**config.mk**
```make
export PLATFORM = sky130hd
export DESIGN_NAME = midi_out_tx
export DESIGN_NICKNAME = d
export VERILOG_FILES = /design/src/rtl/midi_pkg.sv /design/src/rtl/midi_uart_tx.sv /design/src/rtl/midi_out_tx.sv
export SDC_FILE = /design/constraint.sdc
export NUM_CORES = 1
export LEC_CHECK = 0
export CAP_MARGIN = 40
export CORE_ASPECT_RATIO = 1.4
export CORE_UTILIZATION = 39
export CTS_CLUSTER_DIAMETER = 100
export DETAILED_ROUTE_END_ITERATION = 16
export GPL_ROUTABILITY_DRIVEN = 0
export GPL_TIMING_DRIVEN = 0
export HOLD_SLACK_MARGIN = 0.1
export PLACE_DENSITY = 0.65
export SYNTH_ARGS = -nofsm -noshare
export SYNTH_HDL_FRONTEND = slang
export SYNTH_SLANG_ARGS = --single-unit
```
**constraint.sdc**
```tcl
create_clock -name CLOCK_50 -period 1.93 [get_ports CLOCK_50]
set_input_delay 0.4825 -clock CLOCK_50 [delete_from_list [all_inputs] [get_ports CLOCK_50]]
set_output_delay 0.4825 -clock CLOCK_50 [all_outputs]
set_load 0.03 [all_outputs]
```
**src/rtl/midi_pkg.sv**
```systemverilog
// Shared MIDI definitions: status-class nibbles, transmit FSM states and
// the status-byte length decode used by the transmitter.
package midi_pkg;

    localparam logic [3:0] ST_NOTE_OFF   = 4'h8;
    localparam logic [3:0] ST_NOTE_ON    = 4'h9;
    localparam logic [3:0] ST_POLY_AT    = 4'hA;
    localparam logic [3:0] ST_CONTROL    = 4'hB;
    localparam logic [3:0] ST_PROGRAM    = 4'hC;
    localparam logic [3:0] ST_CHAN_AT    = 4'hD;
    localparam logic [3:0] ST_PITCHBEND  = 4'hE;
    localparam logic [3:0] ST_SYSTEM     = 4'hF;

    typedef enum logic [1:0] {
        IDLE    = 2'd0,
        SEND_ST = 2'd1,
        SEND_D1 = 2'd2,
        SEND_D2 = 2'd3
    } tx_state_e;

    // Total bytes in a message (status included); 0 for a non-status byte.
    function automatic logic [1:0] msg_len_f(input logic [7:0] status);
        logic [1:0] len;
        len = 2'd0;
        case (status[7:4])
            ST_NOTE_OFF, ST_NOTE_ON, ST_POLY_AT, ST_CONTROL, ST_PITCHBEND: len = 2'd3;
            ST_PROGRAM, ST_CHAN_AT: len = 2'd2;
            ST_SYSTEM: begin
                case (status[3:0])
                    4'h1, 4'h3: len = 2'd2;
                    4'h2:       len = 2'd3;
                    default:    len = 2'd1;
                endcase
            end
            default: len = 2'd0;
        endcase
        return len;
    endfunction

    function automatic logic is_channel_f(input logic [7:0] status);
        return status[7] && (status[7:4] != ST_SYSTEM);
    endfunction

    // Running-status register update: channel messages load, system common
    // cancels, realtime leaves it alone.
    function automatic logic [7:0] next_cur_status_f(input logic [7:0] status,
                                                     input logic [7:0] cur);
        logic [7:0] nxt;
        if (is_channel_f(status)) begin
            nxt = status;
        end else if (!status[3]) begin
            nxt = 8'h00;
        end else begin
            nxt = cur;
        end
        return nxt;
    endfunction

endpackage

```
**src/rtl/midi_uart_tx.sv**
```systemverilog
// Single-byte UART serialiser: start bit, 8 data bits LSB first, stop bit,
// each BIT_CYC clocks; done is high during the final cycle of the stop bit.
module midi_uart_tx #(
    parameter int BIT_CYC = 1600
) (
    input  logic       clk_i,
    input  logic       rst_i,
    input  logic       load,
    input  logic [7:0] data,
    output logic       tx,
    output logic       done
);

    localparam int             CW        = (BIT_CYC > 2) ? $clog2(BIT_CYC) : 2;
    localparam logic [CW-1:0]  CYC_LAST  = CW'(BIT_CYC - 1);
    localparam logic [CW-1:0]  CYC_PRE   = CW'(BIT_CYC - 2);
    localparam logic [CW-1:0]  CYC_ONE   = CW'(1);
    localparam logic [3:0]     BIT_DATA7 = 4'd8;
    localparam logic [3:0]     BIT_STOP  = 4'd9;

    if (BIT_CYC < 2) begin : g_bad_bit_cyc
        $error("midi_uart_tx: BIT_CYC must be at least 2");
    end

    logic          active_q;
    logic          tx_q;
    logic          done_q;
    logic [CW-1:0] cyc_q;
    logic [3:0]    bit_q;
    logic [7:0]    data_q;

    // bit_q: 0 = start, 1..8 = data bits 0..7, 9 = stop.
    // A load on the done cycle starts the next frame with no idle gap.
    always_ff @(posedge clk_i) begin
        if (rst_i) begin
            active_q <= 1'b0;
            tx_q     <= 1'b1;
            done_q   <= 1'b0;
            cyc_q    <= '0;
            bit_q    <= '0;
            data_q   <= '0;
        end else begin
            done_q <= 1'b0;
            if (load) begin
                active_q <= 1'b1;
                tx_q     <= 1'b0;
                data_q   <= data;
                cyc_q    <= '0;
                bit_q    <= '0;
            end else if (active_q) begin
                if (cyc_q == CYC_LAST) begin
                    cyc_q <= '0;
                    if (bit_q == BIT_STOP) begin
                        active_q <= 1'b0;
                        tx_q     <= 1'b1;
                    end else begin
                        bit_q <= bit_q + 4'd1;
                        tx_q  <= (bit_q == BIT_DATA7) ? 1'b1 : data_q[bit_q[2:0]];
                    end
                end else begin
                    cyc_q  <= cyc_q + CYC_ONE;
                    done_q <= (bit_q == BIT_STOP) && (cyc_q == CYC_PRE);
                end
            end
        end
    end

    assign tx   = tx_q;
    assign done = done_q;

endmodule

```
**src/rtl/midi_out_tx.sv**
```systemverilog
// MIDI message transmitter: one message per valid/ready handshake, length from
// the status byte. Define MIDI_TX_RUNNING_STATUS_EN to omit repeated channel status.
module midi_out_tx
    import midi_pkg::*;
#(
    parameter int CLK_HZ = 50_000_000,
    parameter int BAUD   = 31250
) (
    input  logic       CLOCK_50,
    input  logic       reset_reg,
    input  logic       msg_valid,
    output logic       msg_ready,
    input  logic [7:0] msg_status,
    input  logic [7:0] msg_data1,
    input  logic [7:0] msg_data2,
    output logic       midi_tx,
    output logic       busy,
    output logic       byte_sent,
    output logic       msg_err,
    output logic [7:0] cur_status
);

    localparam int BIT_CYC = CLK_HZ / BAUD;

    if ((CLK_HZ % BAUD) != 0) begin : g_bad_rate
        $error("midi_out_tx: CLK_HZ must be an exact multiple of BAUD");
    end

    // Handshake: a message transfers on any edge where msg_valid & msg_ready.
    // msg_ready is high in IDLE and also in the last cycle of a message's final
    // stop bit, so the next message may start with no gap.

    tx_state_e  state_q;
    logic [7:0] d1_q;
    logic [7:0] d2_q;
    logic [1:0] len_q;
    logic [7:0] cur_status_q;
    logic       err_q;
    logic       rdy_en_q;

    logic       uart_done;
    logic       uart_tx;
    logic       uart_load;
    logic [7:0] uart_data;
    logic       last_byte;
    logic       free;
    logic       accept;
    logic       st_ok;
    logic       skip_st;
    logic [1:0] in_len;
    logic [7:0] d1_in;
    logic [7:0] d2_in;

    assign d1_in  = msg_data1 & 8'h7F;
    assign d2_in  = msg_data2 & 8'h7F;
    assign st_ok  = msg_status[7];
    assign in_len = msg_len_f(msg_status);

`ifdef MIDI_TX_RUNNING_STATUS_EN
    assign skip_st = is_channel_f(msg_status) && (msg_status == cur_status_q);
`else
    assign skip_st = 1'b0;
`endif

    always_comb begin
        last_byte = 1'b0;
        case (state_q)
            SEND_ST: last_byte = (len_q == 2'd1);
            SEND_D1: last_byte = (len_q == 2'd2);
            SEND_D2: last_byte = 1'b1;
            default: last_byte = 1'b0;
        endcase
    end

    assign free      = (state_q == IDLE) || (uart_done && last_byte);
    assign msg_ready = rdy_en_q && free;
    assign accept    = msg_valid && msg_ready;

    // First byte comes straight from the inputs on the accept edge; later
    // bytes come from the holding registers on the previous frame's done.
    always_comb begin
        uart_load = 1'b0;
        uart_data = msg_status;
        if (accept && st_ok) begin
            uart_load = 1'b1;
            uart_data = skip_st ? d1_in : msg_status;
        end else if (uart_done && !last_byte) begin
            uart_load = 1'b1;
            uart_data = (state_q == SEND_ST) ? d1_q : d2_q;
        end
    end

    always_ff @(posedge CLOCK_50) begin
        if (reset_reg) begin
            state_q      <= IDLE;
            d1_q         <= '0;
            d2_q         <= '0;
            len_q        <= '0;
            cur_status_q <= '0;
            err_q        <= 1'b0;
            rdy_en_q     <= 1'b0;
        end else begin
            rdy_en_q <= 1'b1;
            err_q    <= 1'b0;
            if (accept) begin
                if (!st_ok) begin
                    err_q   <= 1'b1;
                    state_q <= IDLE;
                end else begin
                    d1_q         <= d1_in;
                    d2_q         <= d2_in;
                    len_q        <= in_len;
                    cur_status_q <= next_cur_status_f(msg_status, cur_status_q);
                    state_q      <= skip_st ? SEND_D1 : SEND_ST;
                end
            end else if (uart_done) begin
                case (state_q)
                    SEND_ST: state_q <= last_byte ? IDLE : SEND_D1;
                    SEND_D1: state_q <= last_byte ? IDLE : SEND_D2;
                    default: state_q <= IDLE;
                endcase
            end
        end
    end

    midi_uart_tx #(
        .BIT_CYC (BIT_CYC)
    ) u_uart (
        .clk_i (CLOCK_50),
        .rst_i (reset_reg),
        .load  (uart_load),
        .data  (uart_data),
        .tx    (uart_tx),
        .done  (uart_done)
    );

    assign midi_tx    = uart_tx;
    assign byte_sent  = uart_done;
    assign busy       = (state_q != IDLE) && !(uart_done && last_byte);
    assign msg_err    = err_q;
    assign cur_status = cur_status_q;

endmodule

```
==> impl_metrics.json <==
{
  "synthFlopType": "dfxtp_1",
  "dp_cells": 409,
  "fin_cells": 430,
  "ir_worst_vdd_uv": 375,
  "final_max_slew_viol_count": 0,
  "final.min_clock_period_ns": 2.17,
  "drtPass1Iterations": 4,
  "cts_tree": "done",
  "reg2reg_depth": 10,
  "hold_viol": 0,
  "portBuffers": 36,
  "worstMarginPinSlew_ns": 0.564,
  "yosysWarnings": 0,
  "viasPerCell": 5.41,
  "syn_area_mm2": 0.00264,
  "placed_area_mm2": 0.00314,
  "io_pins": 40,
  "dp_hpwl_um": 4530,
  "grtUsageTotal_pct": 18.3,
  "fin_area_mm2": 0.00344,
  "cts-root-buf": "clkbuf_8",
  "r2r_start": "state_q[1]",
  "wl_per_cell_um": 14.5,
  "ys_ff_latch": 54,
  "power_density_mw_per_mm2": 657,
  "synthTopCellsByArea": "dfxtp_1 41%, nand2_1 8.3%, ha_1 4.7%",
  "n_fill_cell": 635,
  "grt_pass1_vias": 2296,
  "cp-startpoint": "state_q[1]",
  "holdPathStages": 2,
  "dieArea_mm2": 0.00709,
  "hold_class": "reg -> reg",
  "nets": 392,
  "synth_most_common_cell": "nand2_1",
  "failed_checks": "negative setup slack",
  "yosysTopAreaCell": "dfxtp_1",
  "end_kind": "output port",
  "area_growth_syn_to_layout_pct": 30.6,
  "final_util_pct": 52.4,
  "crit_path_max_fanout": 4,
  "setup_ws_ns": -0.243,
  "synth_top_area_share_pct": 41.0,
  "hold_end": "d1_q[0]",
  "hold_buffers": 0,
  "post-place-ws_ns": -0.567,
  "totalWireLength_um": 6250,
  "outcome": "finished, violations left",
  "clock_path_buffers": 2,
  "r2r_setup_slack_ns": -0.03,
  "clk_pin_slew_ns": 0.11,
  "rsz0062_at_grt": "yes",
  "drc": 0,
  "die_w_um": 71.5,
  "die_h_um": 99.3,
  "antenna_found_initial": 0,
  "required_ns": 1.45,
  "reg2reg_to": "d1_q[5]",
  "cts_buffers": 5,
  "synth_edf_count": 0,
  "syn-num-nets": 336,
  "hold_start": "d1_q[0]",
  "yosysUniqueCellTypes": 50,
  "start_util_pct": 40.1,
  "leakagePower_nw": 1.27,
  "dr_total_vias": 2328,
  "grt_pass1_wl_um": 10300,
  "synth-async-reset-ratio_pct": 0,
  "max_freq_mhz": 460,
  "n_antenna_cell": 0,
  "drv_cap": 0,
  "slew_headroom_pct": 62.1,
  "drtAntennaViolNets": 0,
  "cp.arrival_ns": 1.69,
  "clkSinkCount": 54,
  "clk_latency_ns": 0.32,
  "tns_ns": -0.674,
  "grt_max_degree": 19,
  "drive_gt1_share_pct": 16.3,
  "ys_seq_area_share_pct": 41.0,
  "path_class": "reg -> out",
  "setup_viol": 20,
  "syn_avg_cell_area_um2": 8.81,
  "drtIter0Drc": 92,
  "coreArea_mm2": 0.00657,
  "final.setup_skew_ns": 0.0166,
  "syn_inst": 299,
  "overflow": 0,
  "period_share_pct": 113,
  "rows": 35,
  "htreeDepth": 2,
  "ys_top_cells_by_count": "58 x nand2_1, 54 x dfxtp_1, 24 x nor2_1, 20 x a21oi_1, 15 x o22ai_1",
  "startpoint_type": "flop"
}
worst max-delay path by stage:
stage                      endpoint  slack (ns)
after floorplan           msg_ready        0.02
after global placement    msg_ready       -0.55
after detailed placement  msg_ready       -0.57
after CTS                 msg_ready       -0.25
after global routing      msg_ready       -0.32
final                     msg_ready       -0.24
sequential cells by signal, indices dropped and copies added, names as in the netlist:
register and flops:
cur_status 8, d1_q 7, d2_q 7, len_q 2, msg_err 1, rdy_en_q 1
state_q 2, u_uart.active_q 1, u_uart.bit_q 4, u_uart.cyc_q 11, u_uart.data_q 8, u_uart.done 1
u_uart.tx 1
layer usage:
metal  wire length, um  vias to the layer above  GRT usage (%)
li1                  -                     1165              -
met3               207                       14           4.05
met4               168                        0           7.24
met5                 0                        -              0
met2              3330                       44           33.3
met1              2540                     1105           20.6
logic make-up after synthesis:
logic type	Yosys count	share of synthesized area [%]
buffers and inverters	24	4.32
AND/OR/NAND/NOR	126	25.3
multiplexers	12	5.56
XOR/XNOR	10	3.32
AO/OA/AOI/OAI	63	15.7
adder cells (fa/ha/maj)	10	4.75
flip-flops	54	41.0
critical path, stage by stage, from the launching register on:
cell and delay, ns:
dfxtp_4 0.40, inv_4 0.05, ha_4 0.29, nand4b_4 0.12, a21boi_4 0.20, nor2_4 0.06, nor2b_4 0.11, buf_6 0.13
what timing repair did:
| action | in CTS | in global routing |
|---|---|---|
| setup endpoints to repair | 47 | 49 |
| gates resized for setup | 22 | 13 |
| pin swaps | 4 | 5 |
| buffers inserted | 9 | 5 |
| gates cloned | 0 | 1 |
where the power goes:
group          internal, mW  leakage, nW  switching, mW
Sequential             1.14        0.439         0.0199
Combinational         0.145        0.770          0.144
Clock                 0.396       0.0563          0.414
Total                  1.69         1.27          0.577
layout make-up:
type	instances	area [um^2]	area share (%)
Timing Repair Buffer	51	488	14.2
Tap cell	74	92.6	2.69
Clock buffer	5	68.8	2.00
Inverter	10	42.5	1.24
Clock inverter	3	48.8	1.42
Sequential cell	54	1090	31.6
Multi-Input combinational cell	221	1530	44.4
Buffer	12	87.6	2.54
through the flow:
| step | power [mW] | hold slack [ns] |
|---|---|---|
| after global placement | 1.45 | 0.439 |
| after CTS | 2.25 | 0.462 |
| after floorplan | 1.33 | 0.431 |
| after detailed placement | 1.45 | 0.447 |
| after global routing | 2.36 | 0.476 |
| final | 2.26 | 0.462 |
cells in the final DEF, fill, tap and decap left out, types with 6 or more instances in the layout:
master           instances
a21oi_1                 20
and3_1                   7
buf_4                   17
clkdlybuf4s50_1         33
dfxtp_1                 52
ha_1                     7
inv_1                    8
mux2i_1                  9
nand2_1                 58
nor2_1                  22
o21ai_0                  6
o22ai_1                 15
xor2_1                   8
Power figures use the tool's default switching activity.
